--- src/rtl/nn_pkg.sv ---
// Shared types and sizes for the digit-recognition datapath.
package nn_pkg;

  localparam int NUM_CLASSES = 10;
  localparam int PROB_W      = 16;

  typedef logic [PROB_W-1:0] prob_t;
  typedef logic [3:0]        digit_t;

  // Argmax scanner state machine encoding.
  typedef enum logic [1:0] {
    IDLE   = 2'd0,
    SCAN   = 2'd1,
    COMMIT = 2'd2
  } sel_state_t;

  // Index of the final entry visited by the scan.
  localparam digit_t LAST_IDX = digit_t'(NUM_CLASSES - 1);

endpackage : nn_pkg

--- src/rtl/prediction_filter.sv ---
// Debounces successive confident predictions: the displayed digit changes
// only after the same confident winner has been seen STABLE_COUNT times in a row.
module prediction_filter
  import nn_pkg::*;
#(
  parameter int STABLE_COUNT = 4
) (
  input  logic   Clk,
  input  logic   Reset,
  input  logic   Update,
  input  digit_t Digit,
  input  logic   Confident,
  output digit_t Stable_Digit,
  output logic   Stable_Valid
);

  localparam logic [3:0] SAT = 4'(STABLE_COUNT);

  logic [3:0] r_run_count;
  digit_t     r_candidate;
  digit_t     r_stable_digit;
  logic       r_stable_valid;

  logic [3:0] w_next_run;
  digit_t     w_next_cand;

  // Next candidate/run length for a confident result; run length saturates.
  always_comb begin
    w_next_run  = 4'd1;
    w_next_cand = Digit;
    if ((Digit == r_candidate) && (r_run_count != 4'd0)) begin
      w_next_cand = r_candidate;
      w_next_run  = (r_run_count >= SAT) ? SAT : (r_run_count + 4'd1);
    end
  end

  // Filter state advances only on the scanner's commit pulse.
  always_ff @(posedge Clk) begin
    if (Reset) begin
      r_run_count    <= 4'd0;
      r_candidate    <= '0;
      r_stable_digit <= '0;
      r_stable_valid <= 1'b0;
    end else if (Update) begin
      if (!Confident) begin
        // Low-confidence frame breaks the run; keep the last shown digit.
        r_run_count    <= 4'd0;
        r_stable_valid <= 1'b0;
      end else begin
        r_run_count <= w_next_run;
        r_candidate <= w_next_cand;
        if (w_next_run == SAT) begin
          r_stable_digit <= w_next_cand;
          r_stable_valid <= 1'b1;
        end
      end
    end
  end

  assign Stable_Digit = r_stable_digit;
  assign Stable_Valid = r_stable_valid;

endmodule : prediction_filter

--- src/rtl/prediction_selector.sv ---
// Sequential argmax over the network's probability vector, followed by a
// stability filter that feeds the HEX/LED display.
//
// Handshake: Start is a one-cycle pulse accepted only in IDLE; the vector is
// snapshotted on that edge. Busy is high from the accepting edge until the
// result commits. Done pulses for one cycle with Digit/Max_Prob/Confident and
// the filter outputs already updated. Start seen while Busy is dropped.
module prediction_selector
  import nn_pkg::*;
#(
  parameter int    STABLE_COUNT = 4,
  parameter prob_t MIN_CONF     = 16'h1000
) (
  input  logic       Clk,
  input  logic       Reset,
  input  logic       Start,
  input  prob_t      Probability [NUM_CLASSES-1:0],
  output logic       Busy,
  output logic       Done,
  output digit_t     Digit,
  output prob_t      Max_Prob,
  output logic       Confident,
  output digit_t     Stable_Digit,
  output logic       Stable_Valid,
  output sel_state_t Dbg_State
);

  sel_state_t r_state;
  prob_t      r_snap [NUM_CLASSES-1:0];
  digit_t     r_idx;
  digit_t     r_best_idx;
  prob_t      r_best_val;
  logic       r_busy;
  logic       r_done;
  digit_t     r_digit;
  prob_t      r_max_prob;
  logic       r_confident;

  logic       w_commit;
  logic       w_best_conf;

  assign w_commit    = (r_state == COMMIT);
  assign w_best_conf = (r_best_val >= MIN_CONF);

  // Scanner FSM: capture, one comparison per cycle, then commit the winner.
  always_ff @(posedge Clk) begin
    if (Reset) begin
      r_state     <= IDLE;
      r_snap      <= '{default: '0};
      r_idx       <= '0;
      r_best_idx  <= '0;
      r_best_val  <= '0;
      r_busy      <= 1'b0;
      r_done      <= 1'b0;
      r_digit     <= '0;
      r_max_prob  <= '0;
      r_confident <= 1'b0;
    end else begin
      r_done <= 1'b0;
      case (r_state)
        IDLE: begin
          if (Start) begin
            r_snap     <= Probability;
            r_best_idx <= '0;
            r_best_val <= Probability[0];
            r_idx      <= 4'd1;
            r_busy     <= 1'b1;
            r_state    <= SCAN;
          end
        end
        SCAN: begin
          // Strict compare keeps the lowest index on ties.
          if (r_snap[r_idx] > r_best_val) begin
            r_best_idx <= r_idx;
            r_best_val <= r_snap[r_idx];
          end
          r_idx <= r_idx + 4'd1;
          if (r_idx == LAST_IDX) begin
            r_state <= COMMIT;
          end
        end
        COMMIT: begin
          r_digit     <= r_best_idx;
          r_max_prob  <= r_best_val;
          r_confident <= w_best_conf;
          r_done      <= 1'b1;
          r_busy      <= 1'b0;
          r_state     <= IDLE;
        end
        default: begin
          r_state <= IDLE;
          r_busy  <= 1'b0;
        end
      endcase
    end
  end

  prediction_filter #(
    .STABLE_COUNT (STABLE_COUNT)
  ) u_filter (
    .Clk          (Clk),
    .Reset        (Reset),
    .Update       (w_commit),
    .Digit        (r_best_idx),
    .Confident    (w_best_conf),
    .Stable_Digit (Stable_Digit),
    .Stable_Valid (Stable_Valid)
  );

  assign Busy      = r_busy;
  assign Done      = r_done;
  assign Digit     = r_digit;
  assign Max_Prob  = r_max_prob;
  assign Confident = r_confident;
  assign Dbg_State = r_state;

endmodule : prediction_selector

--- config.mk ---
export PLATFORM = sky130hd
export DESIGN_NAME = prediction_selector
export DESIGN_NICKNAME = d
export VERILOG_FILES = /design/src/rtl/nn_pkg.sv /design/src/rtl/prediction_filter.sv /design/src/rtl/prediction_selector.sv
export SDC_FILE = /design/constraint.sdc
export NUM_CORES = 1
export LEC_CHECK = 0
export CORE_ASPECT_RATIO = 1.5
export CORE_UTILIZATION = 50
export DETAILED_ROUTE_END_ITERATION = 10
export PLACE_DENSITY = 0.81
export SKIP_CTS_REPAIR_TIMING = 1
export SYNTH_ARGS = -nofsm -noshare
export SYNTH_HDL_FRONTEND = slang
export SYNTH_SLANG_ARGS = --single-unit
--- constraint.sdc ---
create_clock -name Clk -period 3.3 [get_ports Clk]
set_input_delay 0.66 -clock Clk [delete_from_list [all_inputs] [get_ports Clk]]
set_output_delay 0.66 -clock Clk [all_outputs]
set_load 0.05 [all_outputs]
# After elaboration in Yosys (flattened, before gate mapping)
# Cells that the tools add are included.
dict set report totals {
  reg_bits 222
  input_bits 163
  output_inout_bits 30
  wordCells 73
}
dict set report op_classes {
  add_sub_neg 2
  order_cmp 4
  n_eq_ne 9
  mux 22
  bitwise 1
  n_reduce_logical 12
}
# cell n
set op_table {}
lappend op_table {{$bmux 16 s4} 1}
lappend op_table {{$mux 16} 3}
lappend op_table {{$pmux 16 s2} 1}
lappend op_table {{$mux 4} 7}
lappend op_table {{$ge 16x13->1 const B} 1}
lappend op_table {{$gt 16x16->1} 1}
lappend op_table {{$pmux 4 s2} 2}
lappend op_table {{$reduce_and 2->1} 6}
lappend op_table {{$add 4x1->4 const B} 2}
lappend op_table {{$ne 2x2->1 const B} 4}
lappend op_table {{$reduce_and 3->1} 2}
lappend op_table {{$lt 4x5->1 const B} 1}
lappend op_table {{$eq 4x3->1 const B} 1}
lappend op_table {{$eq 4x4->1} 1}
lappend op_table {{$eq 4x4->1 const B} 1}
lappend op_table {{$ge 4x3->1 const B} 1}
lappend op_table {{$mux 1} 4}
lappend op_table {{$mux 2} 2}
lappend op_table {{$pmux 2 s2} 1}
lappend op_table {{$reduce_bool 4->1} 1}
lappend op_table {{$eq 2x1->1 const B} 1}
lappend op_table {{$eq 2x2->1 const B} 1}
lappend op_table {{$logic_not 2->1} 1}
lappend op_table {{$pmux 1 s2} 1}
lappend op_table {{other kinds (3)} 3}

# Logic depth before layout (Yosys ltp)
# Gate-level depths: netlist of run 1.
dict set report depth {
  word_depth 6
  ltp_mapped 14
  ltp_nobuf 10
}

# Modules after synthesis
# A second synthesis of run 1 with hierarchy kept.
dict set report unflattened {
  cells_unflattened 1201
  hier_area_um2 9900.7
}
# mod instances cells_per_inst area_each_um2 seq_area_each_um2
set by_module_without_submodules {}
lappend by_module_without_submodules {prediction_selector 1 1134 9260.1 4184.0}
lappend by_module_without_submodules {prediction_filter 1 67 640.6 260.2}

# Worst setup path after synthesis of run 1
# OpenSTA, ideal clock, no wires.
dict set report synth_path {
  path_type {flip-flop to flip-flop}
  from {register r_idx[0]}
  to {register r_best_idx[0]}
  setup_ns 0.072
  arrival_time_ns 2.835
  t_required_ns 3.228
  slack_ns 0.394
  path_stages_with_launch 13
  n_path_buf 3
  synth_period_minus_slack_ns 2.906
  path_cell_list {dfxtp_1 > buf_6 > buf_4 > mux4_2 > o21ai_1 > nand2_1 > ha_1 > a21o_1 > nand3_1 > a211oi_1 > o41ai_1 > buf_4 > mux2i_1}
}
dict set report synth_via {
  elab_chain_cells 5
  word_cells_on_any_way 7
  classes_between {order compare (1); eq/ne (1); mux (4); reduce/logical (1)}
}
# element line
set synth_lines {}
lappend synth_lines {{start, declared} prediction_selector.sv:30} ;# digit_t r_idx;
lappend synth_lines {{start signal, assigned} prediction_selector.sv:77} ;# r_idx <= r_idx + 4'd1;
lappend synth_lines {{$bmux 16 s4} prediction_selector.sv:73} ;# if (r_snap[r_idx] > r_best_val) begin
lappend synth_lines {{$mux 16 (implied by the code)} prediction_selector.sv:73}
lappend synth_lines {{$gt 16x16->1} prediction_selector.sv:73}
lappend synth_lines {{$ne 2x2->1 (no line)} n/a}
lappend synth_lines {{$reduce_and 3->1 (no line)} n/a}
lappend synth_lines {{end signal, assigned} prediction_selector.sv:74} ;# r_best_idx <= r_idx;
lappend synth_lines {{end, declared} prediction_selector.sv:31} ;# digit_t r_best_idx;
# Several ways; a longest one is shown, not always the timed one. The select of a mux whose other input is x is not followed.
# A chain may end at the register's enable or synchronous reset.

# Final worst setup path of run 1
dict set report layout_path {
  from {register r_idx[0]}
  to {register r_best_val[9]}
}
dict set report layout_via {
  elab_chain_cells 5
  word_cells_on_any_way 7
  classes_between {order compare (1); eq/ne (1); mux (4); reduce/logical (1)}
}
# element line
set layout_lines {}
lappend layout_lines {{$bmux 16 s4 *} {prediction_selector.sv:73, prediction_selector.sv:75}}
lappend layout_lines {{$mux 16 (implied by the code) *} {prediction_selector.sv:73, prediction_selector.sv:75}}
lappend layout_lines {{$gt 16x16->1} prediction_selector.sv:73}
lappend layout_lines {{$ne 2x2->1 (no line)} n/a}
lappend layout_lines {{$reduce_and 3->1 (no line)} n/a}
lappend layout_lines {{end signal, assigned} prediction_selector.sv:65} ;# r_best_val <= Probability[0];
lappend layout_lines {{end signal, assigned} prediction_selector.sv:75} ;# r_best_val <= r_snap[r_idx];
lappend layout_lines {{end, declared} prediction_selector.sv:32} ;# prob_t r_best_val;
# Mark *: on every way between the ends. The rest lies on a longest branch, timed or not. The select of a mux whose other input is x is not followed.

==> results of run 1 <==
cell usage in the layout (no fill, tap or decap), drive strengths merged, types with 3 or more instances in the layout:
cell type        n
a211oi           4
a21oi          193
a221oi          16
a311o           16
buf             35
bufinv           3
clkbuf          29
clkdlybuf4s50  191
clkinv           4
dfxtp          222
ha              20
inv             20
mux2            17
mux2i           56
mux4            16
nand2          400
nand2b          22
nand3            3
nand3b           6
nand4            5
nor2            31
nor2b            3
nor3             4
nor3b            3
o21ai           21
xor2             4
worst max path at each step:
stage,from,end,slack (ns)
2_1_floorplan,r_idx[0],r_best_idx[0],0.39
3_3_place_gp,r_idx[0],r_best_val[7],0.04
3_5_place_dp,r_idx[0],r_best_val[9],0.01
4_1_cts,r_idx[0],r_best_val[9],-0.002
5_1_grt,r_idx[1],r_best_idx[2],0.05
6_report,r_idx[0],r_best_val[9],0.11
cell families after synthesis:
| logic type | count (synthesis) | share of synthesized area (%) |
|---|---|---|
| AOI/OAI and AO/OA | 263 | 15.3 |
| adders and majority gates | 20 | 2.54 |
| buffers and inverters | 113 | 5.39 |
| and+or+nand+nor | 483 | 19.9 |
| muxes | 89 | 11.4 |
| DFF | 222 | 45.0 |
| xor gates and xnor gates | 5 | 0.444 |
cell type report:
cell class                 count  share of cell area [%]
tap                          256                    2.51
multi-input combinational    860                    38.5
timing repair buffer         226                    17.8
sequential                   222                    34.8
inverter                      19                   0.559
clock inverter                 8                   0.931
clock buffer                  29                    4.82
critical path, delay by kind of cell (launching register included):
family	cells	cell delay [ns]
multiplexers	2	0.57
adder cells (fa/ha/maj)	1	0.29
flip-flops	1	0.43
AO/OA/AOI/OAI	5	1.02
AND/OR/NAND/NOR	2	0.16
buffers and inverters	3	0.64
state kept, by name, indices dropped and copies added (netlist names):
register and count:
Digit 4, u_filter.r_candidate 4, r_snap 160, u_filter.Stable_Digit 4, Max_Prob 16, r_idx 4, u_filter.r_run_count 4, u_filter.Stable_Valid 1
r_best_idx 4, Done 1, Busy 1, r_best_val 16, Dbg_State 2, Confident 1
routing by layer:
| layer | vias up | routed length (um) | part of all wire, % | track usage (%) |
|---|---|---|---|---|
| li1 | 4344 | - | - | - |
| met1 | 4240 | 10700 | 37 | 31.8 |
| met2 | 367 | 14700 | 51 | 49.3 |
| met3 | 106 | 1530 | 5.3 | 3.49 |
| met4 | 0 | 1870 | 6.5 | 17.6 |
| met5 | - | 0 | 0 | 0 |
report_power, final:
| part | internal [W] | switching [W] | total (W) | leakage, nW |
|---|---|---|---|---|
| clock network | 0.00154 | 0.00102 | 0.00256 | 0.367 |
| registers | 0.00284 | 0.000119 | 0.00296 | 1.82 |
| logic | 0.000531 | 0.000589 | 0.00112 | 2.68 |
| total | 0.00491 | 0.00173 | 0.00664 | 4.87 |
metrics by stage:
stage | power (W) | std cells | TNS, ns
final | 0.00664 | 1620 | 0
after global routing | 0.00687 | 1620 | 0
after CTS | 0.00664 | 1616 | -0.00188
after detailed placement | 0.00410 | 1579 | 0
after global placement | 0.00408 | 1579 | 0
after floorplan | 0.00366 | 1195 | 0
==> flow_summary.toml, run 1 <==
[worst_hold_path]
hold_start = "r_snap[143]"
worstHoldPathCells = 2
holdPathEnd = "r_snap[143]"
hold_class = "reg2reg"

[timing]
finalWorstSetupSlack_ns = 0.111
setup_viol = 0
whs_ns = 0.454
hold_viol = 0
slew_headroom_pct = 36.3
min_period_ns = 3.19
skew_ns = 0.0215
rsz0062_at_grt = "no"
worstMarginPinSlew_ns = 0.956
fin_crit_sh_pct = 96.6
fmax_mhz = 314
slew_violations = 0

[routing]
wl_um = 28800
dr.pass1.iters = 5
drt_iter0_drc = 840
via_per_inst = 5.59
antenna_left = 0
drc = 0
vias = 9057
avgRoutedWirePerCell_um = 17.8

[run]
maxCapViolCount = 0

[final_layout]
diodes = 0
fillers = 1630
design_area_sq_um = 12800
syn_to_final_growth_pct = 29.4
layout.nets = 1533
multiInputGateArea_sq_um = 4910
layout-drive-gt1-share_pct = 8.06
register_area_sq_um = 4450
final_util_pct = 66.4

[worst_setup_path]
cpMaxStageDelayCell = "o41ai_2"
r2r_end = "r_best_val[9]"
critical_path_class = "reg2reg"
rr_worst_depth = 13
cp-end-kind = "flip-flop"
r2r-start = "r_idx[0]"
crit_fanout = 26
r2r_slack_ns = 0.11
arrival_ns = 3.61
critPathLaunchType = "flip-flop"
max_stage_delay_ns = 0.47
crit_chain = "buf_12, mux2i_1, a221oi_1, buf_4, o21ai_1, nand2_1, ha_1, a21o_1, nand3_1, a211oi_1, o41ai_2, buf_12, mux2i_1"
cp.required_ns = 3.73

[grt]
grt_pass1_vias = 8827
antenna_found_initial = 0
grt-ovfl-total = 0
grt_usage_pct = 28.2
grt_pass1_wl_um = 44300
grt_max_degree = 135

[placed_design]
dpl_cell_area_sq_um = 12000
post-dp-hpwl_um = 20800
place_congestion = 0.990
port_buffers = 192
dpl_worst_slack_ns = 0.0141

[synth]
yosys_warnings = 0
yosysSeqAreaShare_pct = 45.0
synth-main-ff-cell = "dfxtp_1"
synth_top_cell_by_area = "dfxtp_1"
synth_top_area_share_pct = 45.0
yosysUniqueCellTypes = 48
ys_seq_elements = 222
synth_edf_count = 0
syn-cell-area_sq_um = 9870
synthTopCellsByArea = "dfxtp_1 (45%), nand2_1 (15%), a21oi_1 (9.8%)"
synthCells = 1195
synthArstFlopShare_pct = 0
yosysMostFrequentCell = "nand2_1"
synth_nets = 1378
ys_top_cells_by_count = "nand2_1 (400), dfxtp_1 (222), a21oi_1 (193)"
syn_area_per_cell_sq_um = 8.26

[power_and_ir_drop]
leakage_nw = 4.87
p_per_area_nw_per_um2 = 520
ir_worst_vdd_mv = 0.362

[clocking]
clockRootBuffer = "clkbuf_16"
clock_sinks = 222
numCtsBuffers = 21
clock_latency_ns = 0.51
cts_tree = "yes"
cts.clk_slew.worst_paths_ns = 0.07
htreeDepth = 1
cts_buffer_depth = 3

[floorplanning]
core_area_sq_um = 19200
initial_core_util_pct = 51.3
die_h_um = 174
io_pins = 193
fp.dieW_um = 117
fp.dieArea_sq_um = 20300
row_count = 62

[run_status]
status = "complete, no violations"
No activity file was read; power rests on OpenSTA's default activity.
==> run 2: changes to the inputs <==
--- a/config.mk
+++ b/config.mk
@@ -5,10 +5,10 @@
 export SDC_FILE = /design/constraint.sdc
 export NUM_CORES = 1
 export LEC_CHECK = 0
-export CORE_ASPECT_RATIO = 1.5
-export CORE_UTILIZATION = 50
+export CORE_ASPECT_RATIO = 0.8
+export CORE_UTILIZATION = 52
 export DETAILED_ROUTE_END_ITERATION = 10
-export PLACE_DENSITY = 0.81
+export PLACE_DENSITY = 0.83
 export SKIP_CTS_REPAIR_TIMING = 1
 export SYNTH_ARGS = -nofsm -noshare
 export SYNTH_HDL_FRONTEND = slang
==> flow_summary.toml, run 2 (same netlist as run 1, synthesis figures left out) <==
[run_status]
status = "complete, no violations"

[final_layout]
final_util_pct = 68.6
design_area_sq_um = 12600
syn_to_final_growth_pct = 27.8
instances_no_fill = 1605
layout-drive-gt1-share_pct = 7.10
layout.nets = 1521
largest_register_ffs = 160
layout_common_cells = "nand2_1 (400), dfxtp_1 (221), a21oi_1 (193), clkdlybuf4s50_1 (191), mux2i_1 (56)"
final_common_cell = "nand2_1"
regMostFlops = "r_snap"
diodes = 0

[grt]
antenna_found_initial = 0
grt_pass1_vias = 8439
grt_usage_pct = 28.1
grt_max_degree = 130
grt_pass1_wl_um = 43700
grt-ovfl-total = 0

[timing]
worstMarginPinSlew_ns = 0.946
fmax_mhz = 321
fin_crit_sh_pct = 94.4
slew_headroom_pct = 36.9
skew_ns = 0.00999
min_period_ns = 3.12
hold_viol = 0
slew_violations = 0
setup_viol = 0
finalWorstSetupSlack_ns = 0.184

[placed_design]
dpl_cell_area_sq_um = 11900
port_buffers = 192
placed_cells = 1568
post-dp-hpwl_um = 19400
place_congestion = 1.01
dpl_worst_slack_ns = 0.184

[floorplanning]
fp.dieArea_sq_um = 19500
fp.dieW_um = 156
row_count = 44
die_h_um = 125
io_pins = 193
initial_core_util_pct = 53.7
core_area_sq_um = 18400

[routing]
via_per_inst = 5.60
antenna_left = 0
wl_um = 27700
drc = 0
dr.pass1.iters = 9
vias = 8982
avgRoutedWirePerCell_um = 17.2
drt_iter0_drc = 794

[clocking]
cts_tree = "yes"
clock_sinks = 222
clock_latency_ns = 0.49
cts.clk_slew.worst_paths_ns = 0.07
cts_buffer_depth = 3
clockRootBuffer = "clkbuf_16"
numCtsBuffers = 21
htreeDepth = 1

[power_and_ir_drop]
leakage_nw = 4.79
total_power_w = 0.00644
p_comb_share_pct = 16.7
netSwitchingFraction_pct = 26.4
pwr-share-clk_pct = 37.2
ir_worst_vdd_mv = 0.309
internal_power_w = 0.00474
p_sw_w = 0.00170
p_per_area_nw_per_um2 = 511
seqPwrFrac_pct = 46.1

[worst_setup_path]
max_stage_delay_ns = 0.47
path_delay_family = "compound AO/OA/AOI/OAI gates"
critPathMostFrequentCell = "mux2i_1"
cpMaxStageDelayCell = "dfxtp_4"
critical_path_class = "reg2reg"
arrival_ns = 3.53
cp.required_ns = 3.72
crit_fanout = 29
critPathLaunchType = "flip-flop"
crit_chain = "buf_12, mux2i_1, a221oi_2, o21ai_1, nand2_1, ha_1, a21o_1, nand3_1, a211oi_1, o41ai_2, buf_6, mux2i_1"
cp-end-kind = "flip-flop"
cp.buffers_inverters = 2

[run]
maxCapViolCount = 0

[worst_hold_path]
hold_class = "reg2reg"
## run 2: worst reg2reg max path, cell delays in order (launching register included)
cell      delay (ns)
dfxtp_4         0.47
buf_12          0.25
mux2i_1         0.41
a221oi_2        0.14
o21ai_1         0.13
nand2_1         0.08
ha_1            0.30
a21o_1          0.18
nand3_1         0.08
a211oi_1        0.09
o41ai_2         0.43
buf_6           0.27
mux2i_1         0.22
## run 2: worst paths after layout
kind,to,slack (ns),from,depth (start not counted)
worst max register to register,r_best_val[0],0.18,r_idx[0],12
worst min register to register,r_snap[32],0.45,r_snap[32],2
worst min-delay path,r_snap[32],0.45,r_snap[32],2
worst max-delay path,r_best_val[0],0.18,r_idx[0],12
## run 2: cell type report
type	instances	area, sq um
flip-flops and latches	222	4450
clock buffers	30	619
repair buffers	214	2180
inverters	19	71.3
multi-input cells	860	4920
clock inverters	7	62.6
fillers	1451	5770
well taps	253	317
## run 2: power by group through the flow
stage | combinational (W) | sequential [W] | clock, W
final | 0.00108 | 0.00297 | 0.00239
after global routing | 0.00117 | 0.00299 | 0.00253
after detailed placement | 0.00105 | 0.00302 | 0
after global placement | 0.00103 | 0.00302 | 0
after CTS | 0.00106 | 0.00297 | 0.00241
after floorplan | 0.000686 | 0.00298 | 0
## run 2: metal layers
layer  global-route usage [%]  part of all wire (%)  vias up
li1                         -                     -     4320
met1                     40.6                    44     4206
met2                     42.5                    44      401
met3                     5.58                   9.9       55
met4                     7.55                   2.4        0
met5                        0                     0        -
## run 2: through the flow
| step | TNS (ns) | hold slack [ns] |
|---|---|---|
| 3_3_place_gp | 0 | 0.439 |
| 6_report | 0 | 0.453 |
| 4_1_cts | 0 | 0.456 |
| 3_5_place_dp | 0 | 0.444 |
| 5_1_grt | -0.104 | 0.466 |
| 2_1_floorplan | 0 | 0.432 |
==> run 3: changes to the inputs <==
--- a/config.mk
+++ b/config.mk
@@ -9,6 +9,7 @@
 export CORE_UTILIZATION = 52
 export DETAILED_ROUTE_END_ITERATION = 10
 export PLACE_DENSITY = 0.83
+export REMOVE_ABC_BUFFERS = 1
 export SKIP_CTS_REPAIR_TIMING = 1
 export SYNTH_ARGS = -nofsm -noshare
 export SYNTH_HDL_FRONTEND = slang
==> flow_summary.toml, run 3 (same netlist as run 1, synthesis figures left out) <==
[run_status]
status = "complete, no violations"

[timing]
fin_crit_sh_pct = 96.0
finalWorstSetupSlack_ns = 0.130
fmax_mhz = 316
whs_ns = 0.447
worstMarginPinSlew_ns = 0.976
min_period_ns = 3.17
slew_violations = 0
tns_ns = 0
skew_ns = 0.0118
hold_viol = 0
slew_headroom_pct = 34.8
setup_viol = 0

[final_layout]
instances_no_fill = 1624
largest_register_ffs = 160
syn_to_final_growth_pct = 29.6
regMostFlops = "r_snap"
register_area_sq_um = 4450
final_common_cell = "nand2_1"
layout_common_cells = "nand2_1 (400), dfxtp_1 (220), a21oi_1 (193), clkdlybuf4s50_1 (191), mux2i_1 (53)"
layout-drive-gt1-share_pct = 8.75
fillers = 1433
diodes = 0
multiInputGateArea_sq_um = 4960
layout.nets = 1538

[grt]
antenna_found_initial = 0
grt_usage_pct = 26.3
grt_pass1_vias = 8602
grt_max_degree = 84
grt_pass1_wl_um = 41900
grt-ovfl-total = 0

[placed_design]
post-dp-hpwl_um = 17600
port_buffers = 192
dpl_worst_slack_ns = 0.125
place_congestion = 0.864
placed_cells = 1575

[clocking]
numCtsBuffers = 22
clockRootBuffer = "clkbuf_16"
clock_sinks = 222
cts.clk_slew.worst_paths_ns = 0.06
cts_buffer_depth = 3
htreeDepth = 1
cts_tree = "yes"
clock_latency_ns = 0.50

[power_and_ir_drop]
total_power_w = 0.00654
ir_worst_vdd_mv = 0.319
p_per_area_nw_per_um2 = 511
leakage_nw = 4.87

[floorplanning]
die_h_um = 125
row_count = 44
core_area_sq_um = 18400
initial_core_util_pct = 53.7
fp.dieArea_sq_um = 19500
io_pins = 193
fp.dieW_um = 156

[run]
maxCapViolCount = 0

[worst_setup_path]
critPathLaunchType = "flip-flop"
cp.required_ns = 3.73
crit_fanout = 15
arrival_ns = 3.60
critical_path_class = "reg2reg"
cp-end-kind = "flip-flop"

[routing]
drt_iter0_drc = 745
avgRoutedWirePerCell_um = 16.0
antenna_left = 0
vias = 8947
wl_um = 26000
via_per_inst = 5.51
dr.pass1.iters = 5
drc = 0

[worst_hold_path]
hold_class = "reg2reg"
-- run 3: cell types whose count changed in the layout (fill, tap and decap cells not counted), moves of 2 or more --
| cell | previous run | this run |
|---|---|---|
| nor2b_1 | 3 | 1 |
| clkbuf_16 | 21 | 23 |
| buf_4 | 14 | 29 |
| clkbuf_8 | 6 | 3 |
| buf_12 | 7 | 5 |
| clkbuf_1 | 3 | 5 |
| buf_6 | 2 | 4 |
| mux2i_2 | 0 | 2 |
| mux2i_1 | 56 | 53 |
-- run 3: critical path, cell delays in order (launching register included) --
cell and delay [ns]:
dfxtp_4 0.40, buf_12 0.17, buf_4 0.13, mux4_2 0.49, o21ai_1 0.21, nand2_1 0.12
ha_1 0.34, nand4_1 0.11, nor4_2 0.29, o21ai_0 0.12, o41ai_2 0.07, buf_4 0.17
clkdlybuf4s15_2 0.27, mux2i_1 0.19
-- run 3: layout make-up --
| class | count | share of cell area [%] |
|---|---|---|
| inverter | 19 | 0.557 |
| sequential | 222 | 34.8 |
| tap | 253 | 2.47 |
| clock inverter | 9 | 0.597 |
| timing repair buffer | 230 | 17.9 |
| clock buffer | 31 | 4.97 |
| multi-input combinational | 860 | 38.8 |
-- run 3: where the power goes --
part           internal, W  switching (W)
sequential         0.00284       0.000109
clock              0.00143        0.00103
combinational     0.000557       0.000577
total              0.00483        0.00172
-- run 3: metal layers --
metal,routed length (um),global-route usage [%],vias up
met5,0,0,-
met4,448,6.75,0
met3,1990,4.96,44
met2,11600,42.1,364
met1,12000,36.3,4180
li1,-,-,4359
-- run 3: path summary, 6_finish.rpt --
kind / from / end / slack [ns] / depth (start not counted)
worst max-delay path: r_idx[0] / r_best_idx[0] / 0.13 / 13
worst min-delay path: r_snap[18] / r_snap[18] / 0.45 / 2
worst max register to register: r_idx[0] / r_best_idx[0] / 0.13 / 13
worst min register to register: r_snap[18] / r_snap[18] / 0.45 / 2
-- run 3: stage by stage --
step	util (%)	area [sq um]
2_1_floorplan	-	9410
3_3_place_gp	65.0	11900
3_5_place_dp	65.0	11900
4_1_cts	68.8	12700
5_1_grt	69.6	12800
6_report	69.6	12800
